===== src/rtl/icache_assoc.sv =====
// icache_assoc: set-associative instruction cache with tree-PLRU replacement, a tagged-response
// miss FSM and single-cycle flush. Define ICACHE_PREFETCH_EN to enable next-line prefetch.
module icache_assoc #(
  parameter int XLEN       = 32,
  parameter int NUM_SETS   = 16,
  parameter int NUM_WAYS   = 2,
  parameter int LINE_BYTES = 8
) (
  input  logic            clock,
  input  logic            reset,
  input  logic            proc2Icache_en,
  input  logic [XLEN-1:0] proc2Icache_addr,
  input  logic            icache_flush,
  input  logic [3:0]      mem2Icache_response,
  input  logic            mem2Icache_response_valid,
  input  logic [63:0]     mem2Icache_data,
  input  logic [3:0]      mem2Icache_tag,
  output logic [31:0]     Icache2proc_data,
  output logic            Icache2proc_valid,
  output logic [1:0]      Icache2mem_command,
  output logic [XLEN-1:0] Icache2mem_addr,
  output logic            icache_busy
);

  // state   | meaning
  // IDLE    | no miss outstanding
  // REQ     | BUS_LOAD of miss_line until memory accepts with a non-zero tag
  // WAIT    | request accepted, waiting for data carrying mem_tag
  // PF_REQ  | next-line prefetch request (ICACHE_PREFETCH_EN only)
  // PF_WAIT | prefetch accepted, waiting for its data (ICACHE_PREFETCH_EN only)

  localparam logic [1:0] BUS_NONE = 2'd0;
  localparam logic [1:0] BUS_LOAD = 2'd1;

  localparam int INDEX_W = $clog2(NUM_SETS);
  localparam int LINE_W  = XLEN - 3;
  localparam int TAG_W   = XLEN - 3 - INDEX_W;

  if (LINE_BYTES != 8) begin : g_bad_line_bytes
    $error("icache_assoc: LINE_BYTES must be 8");
  end
  if (NUM_WAYS != 1 && NUM_WAYS != 2 && NUM_WAYS != 4) begin : g_bad_num_ways
    $error("icache_assoc: NUM_WAYS must be 1, 2 or 4");
  end
  if (NUM_SETS < 2 || NUM_SETS > 64 || (1 << INDEX_W) != NUM_SETS) begin : g_bad_num_sets
    $error("icache_assoc: NUM_SETS must be a power of two in 2..64");
  end

  typedef enum logic [2:0] {
    S_IDLE,
    S_REQ,
    S_WAIT
`ifdef ICACHE_PREFETCH_EN
    ,
    S_PF_REQ,
    S_PF_WAIT
`endif
  } state_e;

  state_e              state_q, state_d;
  logic [LINE_W-1:0]   miss_line_q, miss_line_d;
  logic [3:0]          mem_tag_q, mem_tag_d;
  logic                drop_fill_q, drop_fill_d;
  logic [NUM_WAYS-1:0] valid_q [NUM_SETS];
  logic [NUM_WAYS-1:0] valid_d [NUM_SETS];
  logic [2:0]          plru_q  [NUM_SETS];
  logic [2:0]          plru_d  [NUM_SETS];

  logic [TAG_W-1:0]    tag_mem  [NUM_SETS][NUM_WAYS];
  logic [63:0]         data_mem [NUM_SETS][NUM_WAYS];

  logic [LINE_W-1:0]   fetch_line;
  logic [INDEX_W-1:0]  fetch_idx, miss_idx;
  logic [TAG_W-1:0]    fetch_tag, miss_tag;
  logic [NUM_WAYS-1:0] hit_vec;
  logic                hit_any;
  logic [1:0]          hit_way;
  logic [63:0]         hit_line;
  logic [1:0]          victim;
  logic [NUM_WAYS-1:0] victim_oh;
  logic                demand_miss;
  logic                fill_we, fill_touch;
  logic                unused_addr_bits;

  assign fetch_line       = proc2Icache_addr[XLEN-1:3];
  assign fetch_idx        = fetch_line[INDEX_W-1:0];
  assign fetch_tag        = fetch_line[LINE_W-1:INDEX_W];
  assign miss_idx         = miss_line_q[INDEX_W-1:0];
  assign miss_tag         = miss_line_q[LINE_W-1:INDEX_W];
  assign unused_addr_bits = ^proc2Icache_addr[1:0];

  // Tree bits point at the LRU side: bit0 root, bit1 over ways 0/1, bit2 over ways 2/3.
  function automatic logic [2:0] plru_touch(input logic [2:0] bits, input logic [1:0] way);
    logic [2:0] r;
    r = bits;
    if (NUM_WAYS == 2) begin
      r[0] = ~way[0];
    end else if (NUM_WAYS == 4) begin
      r[0] = ~way[1];
      if (way[1]) r[2] = ~way[0];
      else        r[1] = ~way[0];
    end
    return r;
  endfunction

  function automatic logic [1:0] plru_victim(input logic [2:0] bits);
    logic [1:0] v;
    if (NUM_WAYS == 2)      v = {1'b0, bits[0]};
    else if (NUM_WAYS == 4) v = bits[0] ? {1'b1, bits[2]} : {1'b0, bits[1]};
    else                    v = 2'd0;
    return v;
  endfunction

  always_comb begin
    hit_vec  = '0;
    hit_way  = 2'd0;
    hit_line = '0;
    for (int w = 0; w < NUM_WAYS; w++) begin
      hit_vec[w] = valid_q[fetch_idx][w] && (tag_mem[fetch_idx][w] == fetch_tag);
      if (hit_vec[w]) begin
        hit_way  = 2'(w);
        hit_line = hit_line | data_mem[fetch_idx][w];
      end
    end
  end

  assign hit_any           = |hit_vec;
  assign Icache2proc_valid = hit_any & ~icache_flush;
  assign Icache2proc_data  = proc2Icache_addr[2] ? hit_line[63:32] : hit_line[31:0];
  assign demand_miss       = proc2Icache_en & ~hit_any & ~icache_flush;

  always_comb begin
    logic found;
    found  = 1'b0;
    victim = plru_victim(plru_q[miss_idx]);
    for (int w = 0; w < NUM_WAYS; w++) begin
      if (!found && !valid_q[miss_idx][w]) begin
        victim = 2'(w);
        found  = 1'b1;
      end
    end
    for (int w = 0; w < NUM_WAYS; w++) victim_oh[w] = (victim == 2'(w));
  end

`ifdef ICACHE_PREFETCH_EN
  logic [LINE_W-1:0]  pf_line;
  logic [INDEX_W-1:0] pf_idx;
  logic [TAG_W-1:0]   pf_tag;
  logic               pf_hit;

  always_comb begin
    pf_line = miss_line_q + LINE_W'(1);
    pf_idx  = pf_line[INDEX_W-1:0];
    pf_tag  = pf_line[LINE_W-1:INDEX_W];
    pf_hit  = 1'b0;
    for (int w = 0; w < NUM_WAYS; w++) begin
      if (valid_q[pf_idx][w] && (tag_mem[pf_idx][w] == pf_tag)) pf_hit = 1'b1;
    end
  end
`endif

  always_comb begin
    state_d            = state_q;
    miss_line_d        = miss_line_q;
    mem_tag_d          = mem_tag_q;
    drop_fill_d        = drop_fill_q;
    Icache2mem_command = BUS_NONE;
    fill_we            = 1'b0;
    fill_touch         = 1'b0;
    case (state_q)
      S_IDLE: begin
        if (demand_miss) begin
          state_d     = S_REQ;
          miss_line_d = fetch_line;
        end
      end
      S_REQ: begin
        if (icache_flush || (fetch_line != miss_line_q)) begin
          state_d = S_IDLE;
        end else begin
          Icache2mem_command = BUS_LOAD;
          if (mem2Icache_response_valid && (mem2Icache_response != 4'd0)) begin
            mem_tag_d = mem2Icache_response;
            state_d   = S_WAIT;
          end
        end
      end
      S_WAIT: begin
        // The fill always completes; only a flush can turn it into a discard.
        if (mem2Icache_tag == mem_tag_q) begin
          state_d     = S_IDLE;
          drop_fill_d = 1'b0;
          if (!drop_fill_q && !icache_flush) begin
            fill_we    = 1'b1;
            fill_touch = 1'b1;
`ifdef ICACHE_PREFETCH_EN
            if (!pf_hit) begin
              state_d     = S_PF_REQ;
              miss_line_d = miss_line_q + LINE_W'(1);
            end
`endif
          end
        end else if (icache_flush) begin
          drop_fill_d = 1'b1;
        end
      end
`ifdef ICACHE_PREFETCH_EN
      S_PF_REQ: begin
        if (icache_flush) begin
          state_d = S_IDLE;
        end else if (demand_miss && (fetch_line != miss_line_q)) begin
          state_d     = S_REQ;
          miss_line_d = fetch_line;
        end else begin
          Icache2mem_command = BUS_LOAD;
          if (mem2Icache_response_valid && (mem2Icache_response != 4'd0)) begin
            mem_tag_d = mem2Icache_response;
            state_d   = S_PF_WAIT;
          end
        end
      end
      S_PF_WAIT: begin
        if (mem2Icache_tag == mem_tag_q) begin
          state_d     = S_IDLE;
          drop_fill_d = 1'b0;
          fill_we     = !drop_fill_q && !icache_flush;
        end else if (icache_flush) begin
          drop_fill_d = 1'b1;
        end
      end
`endif
      default: state_d = S_IDLE;
    endcase
  end

  assign Icache2mem_addr = {miss_line_q, 3'b000};
  assign icache_busy     = (state_q != S_IDLE);

  // A hit and a fill to the same set both apply; the fill is applied last so it wins.
  always_comb begin
    plru_d  = plru_q;
    valid_d = valid_q;
    if (proc2Icache_en && Icache2proc_valid) plru_d[fetch_idx] = plru_touch(plru_d[fetch_idx], hit_way);
    if (fill_touch) plru_d[miss_idx] = plru_touch(plru_d[miss_idx], victim);
    if (icache_flush) begin
      for (int s = 0; s < NUM_SETS; s++) valid_d[s] = '0;
    end
    if (fill_we) valid_d[miss_idx] = valid_d[miss_idx] | victim_oh;
  end

  always_ff @(posedge clock) begin
    if (reset) begin
      state_q     <= S_IDLE;
      miss_line_q <= '0;
      mem_tag_q   <= '0;
      drop_fill_q <= 1'b0;
      for (int s = 0; s < NUM_SETS; s++) begin
        valid_q[s] <= '0;
        plru_q[s]  <= '0;
      end
    end else begin
      state_q     <= state_d;
      miss_line_q <= miss_line_d;
      mem_tag_q   <= mem_tag_d;
      drop_fill_q <= drop_fill_d;
      valid_q     <= valid_d;
      plru_q      <= plru_d;
    end
  end

  always_ff @(posedge clock) begin
    if (fill_we) begin
      for (int w = 0; w < NUM_WAYS; w++) begin
        if (victim_oh[w]) begin
          tag_mem[miss_idx][w]  <= miss_tag;
          data_mem[miss_idx][w] <= mem2Icache_data;
        end
      end
    end
  end

  always @(posedge clock) begin
    if (!reset) begin
      a_single_hit: assert ($onehot0(hit_vec));
    end
  end

endmodule


===== config.mk =====
export PLATFORM = sky130hd
export DESIGN_NAME = icache_assoc
export DESIGN_NICKNAME = d
export VERILOG_FILES = /design/src/rtl/icache_assoc.sv
export SDC_FILE = /design/constraint.sdc
export NUM_CORES = 2
export LEC_CHECK = 0
export BUFFER_PORTS_ARGS = -buffer_cell sky130_fd_sc_hd__buf_2
export CAP_MARGIN = 20
export CORE_UTILIZATION = 45
export DETAILED_ROUTE_END_ITERATION = 8
export GPL_ROUTABILITY_DRIVEN = 0
export SETUP_SLACK_MARGIN = 0.02
export SKIP_LAST_GASP = 1
export SLEW_MARGIN = 20
export SYNTH_ARGS = -nofsm -noshare
export SYNTH_HDL_FRONTEND = slang
export SYNTH_SLANG_ARGS = --single-unit

===== constraint.sdc =====
create_clock -name clock -period 13.4 [get_ports clock]
set_input_delay 0 -clock clock [delete_from_list [all_inputs] [get_ports clock]]
set_output_delay 0 -clock clock [all_outputs]
set_load 0.05 [all_outputs]

==> results.md <==
- The post-CTS setup buffer count is 0.
- The share of the Yosys chip area taken by registers is 0.759.
- The largest net degree at the start of global routing is 143.
- The maximum buffer depth of the clock tree is 4.
- Counting flops with a built-in enable in the synthesized netlist gives 2848.
- The number of antenna violations at the first check in global routing is 26.
- The die outline width is 507 um.
- The number of placed instances with taps included is 8534.
- The initial cell density of the core is 0.452.
- In this run the power density over the cells is 146 mW/mm^2.
- The non-filler instance count after layout is 9279.
- The flow ran to the end, and the final reports show no timing, DRC or antenna violations.
- The aggregate routed wire length is 312000 um.
- The area of all placed cells without fillers is 0.132 mm^2.
- The worst slack at placement is 5.83 ns.
- The tightest min-delay check is of the input pin to flip-flop type.
- The final hold violation count came to 0.
- Summed over all nets, the half-perimeter wirelength after detailed placement is 158000 um.
- The die covers 0.257 mm^2.
- After detailed routing, the number of vias per cell comes to 6.19.
- From bottom edge to top edge, the die measures 507 um.
- The first global-routing pass estimated 439000 um of wire.
- The final setup skew is 0.0906 ns.
- At the pin with the least slew margin, the transition time is 1.15 ns.
- The violation count after the first detailed-route iteration is 7034.
- The cell row count is 185.
- After the last flow step, the layout net total stands at 5776.
- The number of detailed-routing iterations run before antenna repair is 5.
- The area of the mapped netlist is 0.115 mm^2.
- The prevailing post-synth register cell is edfxtp_1.
- Setup repair after global routing left no endpoint under its margin.
- 177 I/O pins were placed.
- Leaving out fill and tap cells, the most frequent cell in the layout is edfxtp_1.
- The category of the worst setup path capture point is an output pin.
- The via count of the first global-routing pass came to 57500.
- After clock tree synthesis, the flow added hold-fix buffers numbering 173.
- The share of post-route cells with drive strength above 1 is 0.273.
- The source-to-sink clock delay at the later pin of the worst-skew pair is 0.96 ns.
- The critical path data required time is 13.40 ns.
- After synthesis, the share of flip-flops with an asynchronous set or reset is 0.
- The CTS root buffer is clkbuf_16.
- TritonCTS built the clock tree.
- The average detailed-routed wire length per instance is 33.7 um.
- Data arrives at the worst endpoint at 8.08 ns.
- The placement-stage cell area is 0.120 mm^2.
- The number of library cell types mapped by synthesis is 74.
- The post-layout minimum cycle time is 8.08 ns.
- The detailed router placed 57500 vias in this run.
- The DRC violation count after routing is 0.
- The worst-case IR drop observed on VDD is 0.134 mV.
- The tightest slew margin relative to the limit is 0.235.
- The Yosys step of the flow raised 0 warnings.
- The average instance area after synthesis is 22.2 um^2.
- The number of instances in the synthesized netlist is 5164.
- The library cells used most frequently in the layout, excluding fill and tap cells, are 2848 x edfxtp_1, 809 x mux4_2, 331 x clkbuf_16.
- The final worst setup slack is 5.32 ns.
- The number of pins with negative max-slew slack in the final report came to 0.
- Static timing analysis puts the maximum clock frequency at 124 MHz.
- The area of all sequential standard cells is 0.0872 mm^2.
- The core region is 0.254 mm^2.
- Of the available clock period, the critical path in the final layout requires 0.603.
- STA classifies the critical path startpoint as an input pin.
- The number of buffers inserted during clock tree synthesis is 322.
- The maximum fanout count along the critical path is 46.
- Setup violations remaining at the end of the flow were counted as 0.
- The clock net sink count is 2932.
- After filler insertion, the fill cell instance count of the layout stands at 19600.
- Relative to the synthesized area, the layout overhead comes to 14.6%.
- The number of nets with antenna violations after routing is 0.
- Gates resized during post-CTS repair numbered 0.
- The max-cap violation count is 0.
- The final setup TNS is 0 ns.
- Across every metal layer, demand over resource in global routing totals 0.243.
- The clock edge transition at the registers on the reported setup and hold paths is 0.06 ns.
- The multi-input combinational cells in the finished layout cover a total of 0.0264 mm^2.
- The total overflow left after global routing is 0.
- The worst-case register-to-register setup slack is 7.51 ns.
- The kind of critical path is input pin to output pin.
- The H-tree was split into 5 levels.
- The count of buffers inserted at the top-level ports is 170.
- The standby leakage power is 0.0417 uW.
- The register bit count reported by yosys is 2932.
stage by stage:
| step | utilization | total power [uW] | hold slack [ns] |
|---|---|---|---|
| floorplan | - | 10800 | 0.0989 |
| global placement | 0.473 | 11100 | 0.259 |
| detailed placement | 0.473 | 11100 | 0.270 |
| CTS | 0.518 | 19400 | 0.0180 |
| global route | 0.518 | 19800 | 0.0814 |
| finish | 0.518 | 19300 | 0.0845 |
logic make-up (layout without fill, tap and decap cells):
family,Yosys count,in the layout,share of synthesized area
AO/OA/AOI/OAI,319,319,0.0204
other,1,15,0.0000327
buffers and inverters,327,1062,0.0125
multiplexers,1075,1075,0.182
AND/OR/NAND/NOR,434,434,0.0198
flip-flops,2932,2932,0.759
XOR/XNOR,76,76,0.00580
final cells by class:
cell class	count	area share
diodes	11	0.000209
clock buffers	415	0.0656
clock inverters	144	0.00838
inverters	29	0.00117
multi-input cells	1908	0.201
flip-flops and latches	2932	0.663
well taps	3366	0.0320
repair buffers	474	0.0292
final timing paths:
path,endpoint,depth (start not counted),from
max,Icache2proc_data[12],15,proc2Icache_addr[3]
max reg2reg,state_q[0]$_SDFFE_PP0P_,11,tag_mem[2][1]$_DFFE_PP_
min,data_mem[14][77]$_DFFE_PP_,2,mem2Icache_data[13]
min reg2reg,valid_q[22]$_SDFF_PP0_,1,valid_q[22]$_SDFF_PP0_
registers in the layout, summed over array words and instances (netlist names):
register / cells
state_q: 2
valid_q: 32
mem_tag_q: 4
miss_line_q: 29
data_mem: 2048
tag_mem: 800
drop_fill_q: 1
plru_q: 16
synth_stat cells (all sizes together) (23+ instances only):
master | instances | area, um^2
nor2 | 95 | 357
edfxtp | 2848 | 85500
xnor2 | 49 | 429
inv | 27 | 101
dfxtp | 84 | 1680
mux2 | 31 | 349
xor2 | 27 | 236
mux2i | 235 | 2360
a21oi | 37 | 185
mux4 | 809 | 18200
nor3 | 26 | 141
nand3 | 23 | 115
clkbuf | 153 | 574
a22oi | 92 | 691
nand2 | 90 | 338
buf | 145 | 747
nand2b | 74 | 463
o21ai | 23 | 115
o22ai | 29 | 181
critical path: stages:
cell           delay, ns
dlygate4sd3_1       0.56
buf_8               0.46
buf_4               0.73
buf_4               0.80
mux4_2              0.59
mux2i_1             0.17
mux2i_1             0.11
xnor2_1             0.16
or3b_2              0.61
nor4_1              0.79
and3_4              0.47
buf_4               0.79
a22oi_1             0.49
mux2i_1             0.70
buf_2               0.39
layer usage:
layer	GRT usage	vias up	routed length [um]
li1	-	22900	-
met1	0.350	31500	131000
met2	0.384	2463	150000
met3	0.0408	508	23300
met4	0.0679	16	8180
met5	0	-	99
where the power goes:
group / switching (uW) / leakage, uW / internal (uW)
Sequential: 4.78 / 0.0264 / 10100
Clock: 3450 / 0.00475 / 4840
Combinational: 543 / 0.0105 / 372
Total: 4000 / 0.0417 / 15300
Power figures use the tool's default switching activity.
